[src/rtl/uart_packetizer_if.sv]
// Byte-stream and transmitter-side signals of the UART packetizer.
// The packetizer uses the master modport and its environment uses the slave modport.
interface uart_packetizer_if #(
    parameter int ADDR_W = 4
);
    logic [7:0]      in_data;
    logic            in_valid;
    logic            in_ready;
    logic [9:0]      tx_data;
    logic            start_tx;
    logic            tx_busy;
    logic            tx_ready;
    logic [ADDR_W:0] fifo_count;
    logic            busy;
    logic            overflow;

    modport master (
        input  in_data, in_valid, tx_busy, tx_ready,
        output in_ready, tx_data, start_tx, fifo_count, busy, overflow
    );

    modport slave (
        output in_data, in_valid, tx_busy, tx_ready,
        input  in_ready, tx_data, start_tx, fifo_count, busy, overflow
    );
endinterface

[src/rtl/uart_packetizer.sv]
// Buffers incoming bytes in a FIFO and wraps each one into a 10-bit UART frame
// (start, 8 data bits LSB-first, stop) for a transmitter that reads tx_data live.
module uart_packetizer #(
    parameter int DEPTH  = 16,
    parameter int ADDR_W = 4
) (
    input  logic               clk,
    input  logic               rst,
    uart_packetizer_if.master  bus
);
    typedef enum logic [1:0] {IDLE, ARM, WAIT_BUSY, WAIT_DONE} state_t;

    localparam logic [ADDR_W:0]   FULL_COUNT = (ADDR_W + 1)'(DEPTH);
    localparam logic [ADDR_W:0]   CNT_ONE    = 1;
    localparam logic [ADDR_W-1:0] PTR_ONE    = 1;

    logic [7:0]        mem [DEPTH];
    logic [ADDR_W-1:0] wr_ptr;
    logic [ADDR_W-1:0] rd_ptr;
    logic [ADDR_W:0]   count;
    logic              overflow_r;
    state_t            state;
    logic [9:0]        tx_data_r;
    logic              start_tx_r;

    logic full;
    logic empty;
    logic push;
    logic pop;

    // Full comes from the registered count, so a pop never frees a slot in the same cycle.
    assign full  = (count == FULL_COUNT);
    assign empty = (count == '0);
    assign push  = bus.in_valid && !full;
    assign pop   = (state == IDLE) && !empty;

    always_ff @(posedge clk) begin
        if (push) begin
            mem[wr_ptr] <= bus.in_data;
        end
    end

    always_ff @(posedge clk or posedge rst) begin
        if (rst) begin
            wr_ptr     <= '0;
            rd_ptr     <= '0;
            count      <= '0;
            overflow_r <= 1'b0;
        end else begin
            if (push) begin
                wr_ptr <= wr_ptr + PTR_ONE;
            end
            if (pop) begin
                rd_ptr <= rd_ptr + PTR_ONE;
            end
            case ({push, pop})
                2'b10:   count <= count + CNT_ONE;
                2'b01:   count <= count - CNT_ONE;
                default: count <= count;
            endcase
            if (bus.in_valid && full) begin
                overflow_r <= 1'b1;
            end
        end
    end

    // tx_data is loaded only on a pop, so it stays put for the whole transmission.
    always_ff @(posedge clk or posedge rst) begin
        if (rst) begin
            state      <= IDLE;
            tx_data_r  <= 10'h3FF;
            start_tx_r <= 1'b0;
        end else begin
            start_tx_r <= 1'b0;
            case (state)
                IDLE: begin
                    if (!empty) begin
                        tx_data_r <= {1'b1, mem[rd_ptr], 1'b0};
                        state     <= ARM;
                    end
                end
                ARM: begin
                    if (bus.tx_ready && !bus.tx_busy) begin
                        start_tx_r <= 1'b1;
                        state      <= WAIT_BUSY;
                    end
                end
                WAIT_BUSY: begin
                    if (bus.tx_busy) begin
                        state <= WAIT_DONE;
                    end
                end
                WAIT_DONE: begin
                    if (!bus.tx_busy) begin
                        state <= IDLE;
                    end
                end
                default: state <= IDLE;
            endcase
        end
    end

    assign bus.in_ready   = !full;
    assign bus.tx_data    = tx_data_r;
    assign bus.start_tx   = start_tx_r;
    assign bus.fifo_count = count;
    assign bus.busy       = (state != IDLE);
    assign bus.overflow   = overflow_r;
endmodule

[src/flat_wrapper.sv]
// flat-port wrapper written by rule: the top's interface ports become plain ports
module uart_packetizer_flat 
#(
    parameter int DEPTH  = 16,
    parameter int ADDR_W = 4
)
  (clk, rst, bus_in_data, bus_in_valid, bus_tx_busy, bus_tx_ready, bus_in_ready, bus_tx_data, bus_start_tx, bus_fifo_count, bus_busy, bus_overflow);
  uart_packetizer_if #(.ADDR_W(ADDR_W)) bus_i ();
  input  logic clk;
  input  logic rst;
  input wire logic [$bits(bus_i.in_data)-1:0] bus_in_data;
  input wire logic [$bits(bus_i.in_valid)-1:0] bus_in_valid;
  input wire logic [$bits(bus_i.tx_busy)-1:0] bus_tx_busy;
  input wire logic [$bits(bus_i.tx_ready)-1:0] bus_tx_ready;
  output wire logic [$bits(bus_i.in_ready)-1:0] bus_in_ready;
  output wire logic [$bits(bus_i.tx_data)-1:0] bus_tx_data;
  output wire logic [$bits(bus_i.start_tx)-1:0] bus_start_tx;
  output wire logic [$bits(bus_i.fifo_count)-1:0] bus_fifo_count;
  output wire logic [$bits(bus_i.busy)-1:0] bus_busy;
  output wire logic [$bits(bus_i.overflow)-1:0] bus_overflow;
  assign bus_i.in_data = bus_in_data;
  assign bus_i.in_valid = bus_in_valid;
  assign bus_i.tx_busy = bus_tx_busy;
  assign bus_i.tx_ready = bus_tx_ready;
  assign bus_in_ready = bus_i.in_ready;
  assign bus_tx_data = bus_i.tx_data;
  assign bus_start_tx = bus_i.start_tx;
  assign bus_fifo_count = bus_i.fifo_count;
  assign bus_busy = bus_i.busy;
  assign bus_overflow = bus_i.overflow;
  uart_packetizer #(.DEPTH(DEPTH), .ADDR_W(ADDR_W)) u_core (.clk(clk), .rst(rst), .bus(bus_i));
endmodule
[config.mk]
export PLATFORM = sky130hd
export DESIGN_NAME = uart_packetizer_flat
export DESIGN_NICKNAME = d
export VERILOG_FILES = /design/src/rtl/uart_packetizer_if.sv /design/src/rtl/uart_packetizer.sv /design/src/flat_wrapper.sv
export SDC_FILE = /design/constraint.sdc
export NUM_CORES = 1
export LEC_CHECK = 0
export CORE_MARGIN = 4
export CORE_UTILIZATION = 60
export CTS_BUF_LIST = sky130_fd_sc_hd__clkbuf_8
export DETAILED_ROUTE_END_ITERATION = 16
export PLACE_DENSITY = 0.79
export SETUP_SLACK_MARGIN = 0.3
export SLEW_MARGIN = 20
export SYNTH_ARGS = -nofsm -noshare
export SYNTH_HDL_FRONTEND = slang
export SYNTH_SLANG_ARGS = --single-unit
[constraint.sdc]
create_clock -name clk -period 5.6 [get_ports clk]
set_input_delay 1.12 -clock clk [delete_from_list [all_inputs] [get_ports clk]]
set_output_delay 1.12 -clock clk [all_outputs]
set_load 0.005 [all_outputs]
==> impl_metrics.ini, run 1 <==
[outcome]
status = finished, final reports clean

[timing]
final-hold-violation-count = 0
fin_skew_ns = 0.00921
slew_headroom = 0.327
timing.final.crit_share = 0.575
setup_tns_ns = 0
period_needed_ns = 3.22
setup_viol = 0
max_slew.worst_pin.slew_ns = 1.01
maxSlewViolCount = 0
rsz0062_at_grt = false
fmax_mhz = 311

[synth]
yosysTopAreaCellShare = 0.604
ys_types = 45
synthArstFlopShare = 0.169
mappedNetlistNets = 366
synth_warnings = 0
ys_seq_area_frac = 0.708
ys.flop_type = edfxtp_1
avgSynthCellArea_sq_um = 18.8
syn_area_sq_mm = 0.00636
ys_ff_latch = 154
yosys.area.top_type = edfxtp_1
synth_edf_count = 128
synthCells = 339
netlist_top_cells_area = edfxtp_1 (60%), mux4_2 (7.8%), dfrtp_1 (6.7%)

[final_layout]
diodes = 0
layout.cells.non_filler = 518
layout_commonest_cell = edfxtp_1
final_cell_mix = edfxtp_1 (128), clkdlybuf4s50_1 (30), mux4_2 (22)
drive_gt1_frac = 0.217
syn2layout_area_growth_pct = 13.5
final_nets = 396
fillers = 626

[clock_network]
cts_buffers = 17
h-tree-depth = 4
clkSinkCount = 154
clk_latency_ns = 0.45
cts-resized-gates = 0
clkTransAtPathRegs_ns = 0.08
cts_tree = yes
cts_hold_buffers = 0
cts_setup_buffers = 0
clockBufferDepth = 2
root_buffer = clkbuf_8

[floorplan]
coreArea_sq_mm = 0.0103
rows = 37
io_pins = 32
start_util = 0.616
die_w_um = 111
dieHeight_um = 111
dieArea_sq_mm = 0.0123

[drt]
wl_per_cell_um = 22.4
totalWireLength_um = 11600
vias_per_cell = 6.04
drc = 0
first_pass_iters = 4
dr_total_vias = 3127
ant_nets = 0
drt_iter0_markers = 298

[worst_setup_path]
worst-path-max-fanout = 9
cp-start-kind = input port
end_kind = register
critPathKind = input port to register
critPathRequiredTime_ns = 5.92
cp.arrival_ns = 3.54

[power]
ir_worst_vdd_mv = 0.270
p_switching_uw = 1120
switching_share = 0.297
p_per_area_mw_per_mm2 = 521
pwr-share-clk = 0.267
p_int_uw = 2640
power_leakage_uw = 0.00247
p_seq_frac = 0.427
combPwrFrac = 0.306

[placed_design]
io_buffers = 30
placedCellCount = 486
place.gp.congestion = 0.801
post-dp-hpwl_um = 7360

[run]
cap_violations = 0

[global_routing]
first_global_vias = 3237
grt_pass1_wl_um = 18100
track_usage = 0.201
grt_max_degree = 36
grt_overflow_total = 0
antenna_found_initial = 0

[hold_path]
hp-class = register to register
==> critical path: stages <==
cell and delay (ns):
clkdlybuf4s50_1 0.48, a21boi_2 0.39, inv_1 0.12, ha_1 0.32, xor2_1 0.18, ha_1 0.22, o211a_1 0.22, o31ai_1 0.22
a31oi_1 0.09, xor2_1 0.16
==> sequential cells by signal (all words and copies together) (netlist names) <==
| register | flops |
|---|---|
| u_core.bus.fifo_count | 5 |
| u_core.bus.overflow | 1 |
| u_core.bus.start_tx | 1 |
| u_core.bus.tx_data | 9 |
| u_core.mem | 128 |
| u_core.rd_ptr | 4 |
| u_core.state | 2 |
| u_core.wr_ptr | 4 |
==> worst paths after layout <==
path / startpoint / cells past startpoint / slack, ns / endpoint
max: bus_in_valid / 10 / 2.38 / u_core.bus.fifo_count[4]
min: u_core.bus.overflow / 1 / 0.47 / u_core.bus.overflow
max reg2reg: u_core.bus.fifo_count[2] / 9 / 2.65 / u_core.bus.fifo_count[4]
min reg2reg: u_core.bus.overflow / 1 / 0.47 / u_core.bus.overflow
max in group asynchronous: rst / 2 / 3.71 / u_core.rd_ptr[0]
min in group asynchronous: rst / 2 / 1.22 / u_core.bus.overflow
==> power by group through the flow <==
stage | Combinational, uW | Sequential [uW] | Clock, uW
6_report | 1150 | 1600 | 1000
5_1_grt | 1260 | 1630 | 1070
4_1_cts | 1170 | 1600 | 1020
3_5_place_dp | 1160 | 1620 | 0
3_3_place_gp | 1130 | 1610 | 0
2_1_floorplan | 913 | 1550 | 0
==> through the flow <==
step	worst slack, ns	util	hold WS, ns	total power [uW]	cell area (sq um)
after CTS	2.41	0.697	0.471	3780	7200
final	2.38	0.699	0.468	3760	7220
after floorplan	2.63	-	0.466	2460	6360
after global routing	2.22	0.699	0.504	3950	7220
after detailed placement	1.92	0.650	0.453	2780	6710
after global placement	2.03	0.650	0.454	2740	6710
==> per-layer routing <==
layer | global-route usage | part of all wire | vias up
li1 | - | - | 1400
met1 | 0.274 | 0.43 | 1619
met2 | 0.311 | 0.49 | 87
met3 | 0.0611 | 0.059 | 21
met5 | 0 | 0 | -
met4 | 0.0731 | 0.023 | 0
==> cell usage after synthesis, drive strengths merged, types with 4 or more instances <==
library cell / n
mux2: 11
ha: 14
mux4: 32
nand2: 9
clkbuf: 5
xnor2: 6
o22ai: 16
nand2b: 4
xor2: 5
a21oi: 11
nor3: 4
inv: 9
edfxtp: 128
dfstp: 9
buf: 16
nor2: 15
dfrtp: 17
o21ai: 4
==> cell families after synthesis <==
| logic type | Yosys count | synth area share |
|---|---|---|
| flip-flops | 154 | 0.708 |
| multiplexers | 44 | 0.140 |
| AND/OR/NAND/NOR | 43 | 0.0338 |
| AO/OA/AOI/OAI | 42 | 0.0474 |
| buffers and inverters | 30 | 0.0268 |
| adder cells (fa/ha/maj) | 14 | 0.0275 |
| XOR/XNOR | 11 | 0.0151 |
| other | 1 | 0.000590 |
==> cell type report <==
cell class                      instances  area [sq um]  share of cell area
Sequential cell                       154          4510               0.624
Multi-Input combinational cell        155          1700               0.236
Tap cell                              136           170              0.0236
Clock inverter                         15           254              0.0352
Clock buffer                           17           234              0.0324
Timing Repair Buffer                   32           315              0.0437
Inverter                                9          33.8             0.00468
Note: power is estimated with default switching activity, not from simulation.
==> inputs of run 2 (changes only) <==
==> constraint.sdc (replaced) <==
create_clock -name clk -period 3.2 [get_ports clk]
set_input_delay 0.64 -clock clk [delete_from_list [all_inputs] [get_ports clk]]
set_output_delay 0.64 -clock clk [all_outputs]
set_load 0.005 [all_outputs]
==> run 2 against run 1 <==
- clock power grew 74%
- sequential cell count is the same
- sequential power grew 78%
- total power grew 77%
- clock-buffer cell count grew 1
- critical endpoint unchanged
- largest power group unchanged
- highest routed layer unchanged
==> impl_metrics.ini, run 2 (same netlist as run 1, synthesis figures left out) <==
[outcome]
status = finished, final reports clean

[power]
p_per_area_mw_per_mm2 = 905
combPwrFrac = 0.311
power_leakage_uw = 0.00258
p_int_uw = 4650
p_total_uw = 6670
ir_worst_vdd_mv = 0.455
p_switching_uw = 2020
pwr-share-clk = 0.261
p_seq_frac = 0.427
switching_share = 0.302

[worst_setup_path]
reg2reg_to = u_core.bus.fifo_count[4]
end_kind = register
cp.arrival_ns = 3.08
cp-start-kind = register
cpPeakStageDelay_ns = 0.60
worst-r2r-cell-count = 9
critPathKind = register to register
cpMaxStageDelayCell = or4_4
worst-path-max-fanout = 12
cp_common_cell = xor2_1
rrSetupSlack_ns = 0.43
r2r-start = u_core.bus.fifo_count[0]
path_cells = or4_4, o21a_4, ha_2, xor2_1, ha_1, o211a_1, o31ai_1, a31oi_1, xor2_1
critPathRequiredTime_ns = 3.51

[drt]
totalWireLength_um = 11700
drt_iter0_markers = 268
vias_per_cell = 5.99
dr_total_vias = 3223
drc = 0
ant_nets = 0
wl_per_cell_um = 21.8
first_pass_iters = 5

[timing]
fmax_mhz = 362
period_needed_ns = 2.77
setup_viol = 0
max_slew.worst_pin.slew_ns = 0.696
whs_ns = 0.470
slew_headroom = 0.536
final-hold-violation-count = 0
setup_tns_ns = 0
fin_skew_ns = 0.0149
timing.final.crit_share = 0.864
maxSlewViolCount = 0
rsz0062_at_grt = false

[clock_network]
clk_latency_ns = 0.44
cts_buffers = 17
cts_tree = yes
root_buffer = clkbuf_8
h-tree-depth = 4
clockBufferDepth = 2
clkTransAtPathRegs_ns = 0.09
clkSinkCount = 154

[floorplan]
dieHeight_um = 111
rows = 37
start_util = 0.616
coreArea_sq_mm = 0.0103
io_pins = 32
dieArea_sq_mm = 0.0123
die_w_um = 111

[final_layout]
top_register = u_core.mem
final_util = 0.714
layout_commonest_cell = edfxtp_1
multi_input_area_sq_mm = 0.00170
drive_gt1_frac = 0.261
final_nets = 416
diodes = 0
final_cell_mix = edfxtp_1 (128), clkdlybuf4s50_1 (30), mux4_2 (22)
syn2layout_area_growth_pct = 15.9
seqCellArea_sq_mm = 0.00451
fillers = 601
largest_reg_flops = 128

[placed_design]
io_buffers = 30
place.gp.congestion = 0.755
post-dp-hpwl_um = 7580

[hold_path]
holdPathStages = 1
min_to = u_core.bus.overflow
hold_start = u_core.bus.overflow
hp-class = register to register

[global_routing]
grt_pass1_wl_um = 18400
first_global_vias = 3362
antenna_found_initial = 0
grt_overflow_total = 0
grt_max_degree = 34
track_usage = 0.203

[run]
cap_violations = 0
==> run 2: cell count changes in the layout (fill, tap and decap cells not counted), sizes merged <==
cell / change
buf: +19
clkinvlp: -2
bufinv: -1
clkbuf: +1
clkinv: +1
inv: +1
o21a: +1
==> run 2: worst max-delay path by stage <==
stage | start | to | slack (ns) | cells past startpoint
detailed placement | u_core.bus.fifo_count[2] | u_core.bus.fifo_count[4] | 0.29 | 9
finish | u_core.bus.fifo_count[0] | u_core.bus.fifo_count[4] | 0.43 | 9
global placement | u_core.bus.fifo_count[2] | u_core.bus.fifo_count[4] | 0.39 | 9
CTS | u_core.bus.fifo_count[2] | u_core.bus.fifo_count[4] | 0.39 | 9
global route | u_core.bus.fifo_count[0] | u_core.bus.fifo_count[4] | 0.32 | 9
floorplan | u_core.bus.fifo_count[2] | u_core.bus.fifo_count[4] | 0.33 | 12
==> run 2: stage by stage <==
stage,cell area [sq um],worst slack (ns),std cells
finish,7370,0.434,538
global route,7370,0.317,538
CTS,7360,0.395,537
detailed placement,6870,0.289,505
global placement,6870,0.387,505
floorplan,6360,0.328,339
==> run 2: layer usage <==
| layer | global-route usage | vias to the layer above | part of all wire |
|---|---|---|---|
| li1 | - | 1448 | - |
| met1 | 0.271 | 1632 | 0.40 |
| met2 | 0.309 | 119 | 0.49 |
| met3 | 0.0557 | 24 | 0.079 |
| met4 | 0.105 | 0 | 0.032 |
| met5 | 0 | - | 0 |
==> run 2: repair_timing <==
| action | CTS | global route |
|---|---|---|
| setup endpoints to repair | 1 | 1 |
| hold buffers | 0 | 0 |
| buffers inserted | 0 | 0 |
| resized for setup | 1 | 1 |
| pin swaps | 0 | 0 |
| gates cloned | 0 | 1 |
==> run 2: area by class of cell <==
| type | instances | share of cell area |
|---|---|---|
| clock buffer | 18 | 0.0336 |
| multi-input combinational | 156 | 0.230 |
| inverter | 9 | 0.00458 |
| tap | 136 | 0.0231 |
| sequential | 154 | 0.612 |
| timing repair buffer | 51 | 0.0638 |
| clock inverter | 14 | 0.0329 |
==> run 2: power by group through the flow <==
stage	clock, uW	sequential (uW)	combinational [uW]
final	1740	2850	2080
after global placement	0	2860	1990
after global routing	1870	2890	2250
after detailed placement	0	2890	2070
after floorplan	0	2700	1600
after CTS	1770	2840	2080
==> run 2: worst max-delay path, delay by kind of cell (launching register included) <==
| kind | cells | cell delay (ns) |
|---|---|---|
| fa+ha+maj | 2 | 0.48 |
| flops | 1 | 0.46 |
| compound gates | 4 | 0.80 |
| simple gates | 1 | 0.60 |
| xor+xnor | 2 | 0.31 |
